<file path="config.mk">
export PLATFORM = sky130hd
export DESIGN_NAME = comando_irrigacao
export DESIGN_NICKNAME = d
export VERILOG_FILES = /design/src/rtl/comando_irrigacao.sv
export SDC_FILE = /design/constraint.sdc
export NUM_CORES = 1
export LEC_CHECK = 0
export CAP_MARGIN = 25
export CORE_MARGIN = 8
export CORE_UTILIZATION = 42
export DETAILED_ROUTE_END_ITERATION = 7
export PLACE_DENSITY_LB_ADDON = 0.15
export SLEW_MARGIN = 0
export SYNTH_ARGS = -nofsm -noshare
export SYNTH_HDL_FRONTEND = slang
export SYNTH_SLANG_ARGS = --single-unit
</file>
<file path="constraint.sdc">
create_clock -name Clock -period 5.69 [get_ports Clock]
set_clock_uncertainty 0.1 [all_clocks]
set_input_delay 1.138 -clock Clock [delete_from_list [all_inputs] [get_ports Clock]]
set_output_delay 1.138 -clock Clock [all_outputs]
set_load 0.005 [all_outputs]
</file>
<file path="src/rtl/comando_irrigacao.sv">
// comando_irrigacao: command-side sequencer driving the irrigation tank FSM requests,
// with per-phase timers, fill-timeout fault and completed-cycle counter.
module comando_irrigacao #(
    parameter int CW        = 8,
    parameter int T_IRRIG   = 16,
    parameter int T_LIMPEZA = 8,
    parameter int T_ENCHER  = 64
) (
    input  logic          Clock,
    input  logic          Reset,
    input  logic          S_Enchendo,
    input  logic          S_Cheio,
    input  logic          S_Erro,
    input  logic          H,
    input  logic          L,
    input  logic          Seco,
    input  logic          Modo,
    output logic          Ve,
    output logic          Bs,
    output logic          Vs,
    output logic          Li,
    output logic          Falha,
    output logic [CW-1:0] Ciclos
);
    typedef enum logic [2:0] {
        ENCHER  = 3'd0,
        AGUARDA = 3'd1,
        IRRIGA  = 3'd2,
        LIMPA   = 3'd3,
        ERRO    = 3'd4,
        FALHA   = 3'd5
    } state_t;

    state_t        state, state_nxt;
    logic [CW-1:0] timer;
    logic          modo_lat, modo_nxt, conta;
    logic          ve_d, bs_d, vs_d, li_d, falha_d;
    logic          unused_enchendo;

    assign unused_enchendo = S_Enchendo;

    always_ff @(posedge Clock) begin
        if (Reset) begin
            state    <= ENCHER;
            timer    <= '0;
            Ciclos   <= '0;
            modo_lat <= 1'b0;
            {Ve, Bs, Vs, Li, Falha} <= '0;
        end else begin
            state    <= state_nxt;
            timer    <= (state_nxt != state) ? '0 : timer + {{(CW-1){1'b0}}, timer != '1};
            Ciclos   <= Ciclos + {{(CW-1){1'b0}}, conta};
            modo_lat <= modo_nxt;
            {Ve, Bs, Vs, Li, Falha} <= {ve_d, bs_d, vs_d, li_d, falha_d};
        end
    end

    always_comb begin
        state_nxt = state;
        modo_nxt  = modo_lat;
        conta     = 1'b0;
        case (state)
            ENCHER:  state_nxt = H ? AGUARDA : (timer == CW'(T_ENCHER - 1)) ? FALHA : ENCHER;
            AGUARDA: if (S_Cheio && Seco) begin
                state_nxt = IRRIGA;
                modo_nxt  = Modo;
            end
            IRRIGA:  if (L || timer == CW'(T_IRRIG - 1)) begin
                state_nxt = LIMPA;
                conta     = 1'b1;
            end
            LIMPA:   state_nxt = (timer == CW'(T_LIMPEZA - 1)) ? ENCHER : LIMPA;
            ERRO:    state_nxt = S_Erro ? ERRO : ENCHER;
            FALHA:   state_nxt = FALHA;
            default: state_nxt = ENCHER;
        endcase
        // error override pre-empts any phase exit, so an aborted irrigation is not counted
        if (S_Erro && state inside {ENCHER, AGUARDA, IRRIGA, LIMPA, ERRO}) begin
            state_nxt = ERRO;
            modo_nxt  = modo_lat;
            conta     = 1'b0;
        end
    end

    always_comb begin
        ve_d    = state_nxt == ENCHER;
        bs_d    = state_nxt == IRRIGA && !modo_nxt;
        vs_d    = state_nxt == IRRIGA && modo_nxt;
        li_d    = state_nxt == LIMPA;
        falha_d = state_nxt == FALHA;
    end
endmodule

</file>
==> flow_metrics.env <==
export IMPL_peakVddDrop_mv=0.132
export IMPL_final_antenna_net_count=0
export IMPL_die_area_mm2=0.00513
export IMPL_cts_root_buffer="clkbuf_4"
export IMPL_die_w_um=71.6
export IMPL_fp_coreArea_mm2=0.00300
export IMPL_fp_row_count=20
export IMPL_final_common_cell="dfxtp_1"
export IMPL_rsz0062_at_grt="false"
export IMPL_period_share_pct=54.8
export IMPL_fin_crit_ps=3120
export IMPL_fmax_ghz=0.321
export IMPL_hold_end="Ciclos[7]"
export IMPL_initial_core_util_pct=43.3
export IMPL_synthCells=135
export IMPL_holdWs_ps=443
export IMPL_postCtsSetupRepairBufs=0
export IMPL_cts_resized_gates=0
export IMPL_layout_common_cells="dfxtp_1 (25), clkdlybuf4s50_1 (20), nor2_1 (14)"
export IMPL_worstReg2RegEnd="Ciclos[5]"
export IMPL_rrSetupSlack_ps=3490
export IMPL_start_kind="input pin"
export IMPL_drc=0
export IMPL_place_detailed_hpwl_um=2070
export IMPL_clk_path_buf_depth=2
export IMPL_htreeDepth=1
export IMPL_numCtsBuffers=3
export IMPL_finalSetupViolCount=0
export IMPL_drive_above_1_share_pct=7.14
export IMPL_ys_seq_area_share_pct=38.5
export IMPL_route_vias_total=1066
export IMPL_routabilityCongestion=0.895
export IMPL_drv_cap=0
export IMPL_grt_max_degree=14
export IMPL_yosys_warnings=0
export IMPL_hold_viol=0
export IMPL_synth_edf_count=0
export IMPL_avgSynthCellArea_um2=9.63
export IMPL_ios=22
export IMPL_cts_tree="done"
export IMPL_holdPathStages=2
export IMPL_fin_nets=168
export IMPL_drt_total_wl_um=2740
export IMPL_reg2regPathDepth=8
export IMPL_end_kind="flip-flop"
export IMPL_r2r_start="state[2]"
export IMPL_first_pass_iters=4
export IMPL_syn_to_final_growth_pct=16.8
export IMPL_hold_path_class="flip-flop to flip-flop"
export IMPL_grt_pass1_vias=1057
export IMPL_worst_pin_slew_ps=523
export IMPL_synth_seq_cells=25
export IMPL_status="finished, final reports clean"
export IMPL_grt_ovfl_total=0
export IMPL_clock_latency_ps=310
export IMPL_viasPerCell=5.70
export IMPL_antenna_found_initial=0
export IMPL_die_h_um=71.6
export IMPL_leakagePower_uw=0.000570
export IMPL_drtIter0Drc=109
export IMPL_wire_per_inst_um=14.7
export IMPL_postSynth_asyncResetShare_pct=0
export IMPL_ys_flop_type="dfxtp_1"
export IMPL_portBuffers=20
export IMPL_worstPathRequired_ps=5790
export IMPL_yosysUniqueCellTypes=43
export IMPL_cts_sinks=25
export IMPL_cp_max_fo=6
export IMPL_power_density_mw_per_mm2=192
export IMPL_slew_violations=0
export IMPL_netlist_area_mm2=0.00130
export IMPL_cts_hold_buf=0
export IMPL_slew_headroom_pct=65.0
export IMPL_clk_pin_slew_ps=140
export IMPL_setup_tns_ps=0
export IMPL_min_from="Ciclos[7]"
export IMPL_worstSetupPathType="input pin to flip-flop"
export IMPL_cp_startpoint="S_Erro"
export IMPL_syn_num_nets=148
export IMPL_diodes=0
export IMPL_track_usage_pct=11.6
export IMPL_grt_pass1_wl_um=4890
export IMPL_cp_data_arrival_time_ps=3220
## cells in the mapped netlist, types with 2 or more instances
| library cell | n | area [um2] |
|---|---|---|
| ha_1 | 4 | 50.1 |
| nand2_1 | 6 | 22.5 |
| xnor2_1 | 4 | 35.0 |
| nor4_1 | 2 | 12.5 |
| nor2b_1 | 2 | 12.5 |
| nor3_1 | 2 | 10.0 |
| a21oi_1 | 6 | 30.0 |
| a211oi_1 | 8 | 60.1 |
| nand3_1 | 8 | 40.0 |
| nor2_1 | 14 | 52.6 |
| nand4_1 | 3 | 18.8 |
| dfxtp_1 | 25 | 500 |
| and3_1 | 2 | 12.5 |
| xor2_1 | 8 | 70.1 |
| and2_1 | 2 | 12.5 |
| a31oi_1 | 2 | 12.5 |
| a211o_1 | 2 | 17.5 |
| a21o_1 | 2 | 15.0 |
| inv_1 | 5 | 18.8 |
| a211oi_2 | 2 | 25.0 |
| buf_6 | 4 | 45.0 |
## kinds of logic after synthesis
group / share of synthesized area (%)
AND/OR/NAND/NOR: 24.4
AO/OA/AOI/OAI: 19.2
flip-flops: 38.5
XOR/XNOR: 8.08
buffers and inverters: 5.20
adder cells (fa/ha/maj): 3.85
multiplexers: 0.770
## routing by layer
metal | vias up | wire, um | global-route usage [%]
li1 | 539 | - | -
met1 | 499 | 1230 | 13.4
met2 | 22 | 1330 | 19.2
met3 | 6 | 128 | 3.63
met4 | 0 | 61 | 4.76
met5 | - | 0 | 0
## layout make-up
class	count	area [um2]
clock buffers	4	26.3
fillers	306	1480
inverters	5	18.8
multi-input cells	100	732
flip-flops and latches	25	500
well taps	33	41.3
repair buffers	20	200
## metrics by stage
step           area, um2  total power [uW]  setup slack (ps)  utilization (%)  cells
3_5_place_dp        1490               215              2250             49.7    183
3_3_place_gp        1490               215              2280             49.7    183
5_1_grt             1520               306              2340             50.6    187
2_1_floorplan       1300               204              2990                -    135
6_report            1520               292              2570             50.6    187
4_1_cts             1520               294              2570             50.6    187
## power breakdown
group	switching (uW)	leakage [uW]	internal [uW]	total, uW
clock	53.3	0.0000150	27.4	80.7
sequential	3.13	0.000202	178	181
combinational	17.1	0.000353	13.4	30.5
## worst max-delay path by stage
stage                      endpoint  slack [ps]  cells after the start
after floorplan           Ciclos[5]        2990                      8
after global placement    Ciclos[7]        2280                      9
after detailed placement  Ciclos[7]        2250                      9
after CTS                 Ciclos[5]        2570                      9
after global routing      Ciclos[5]        2340                      9
final                     Ciclos[5]        2570                      9
## worst max-delay path, cell delays in order
cell and delay, ps:
clkdlybuf4s50_1 500, or2_1 350, nor3_1 300, and2_1 210, ha_1 170, and3_1 250
nand3_1 110, xor2_1 140, nor2_1 50
## sequential cells by signal, summed over array words and instances, names as in the netlist
name / cells
Ve: 1
state: 3
Ciclos: 8
Vs: 1
Bs: 1
Li: 1
modo_lat: 1
Falha: 1
timer: 8
(Power assumes the default switching activity.)
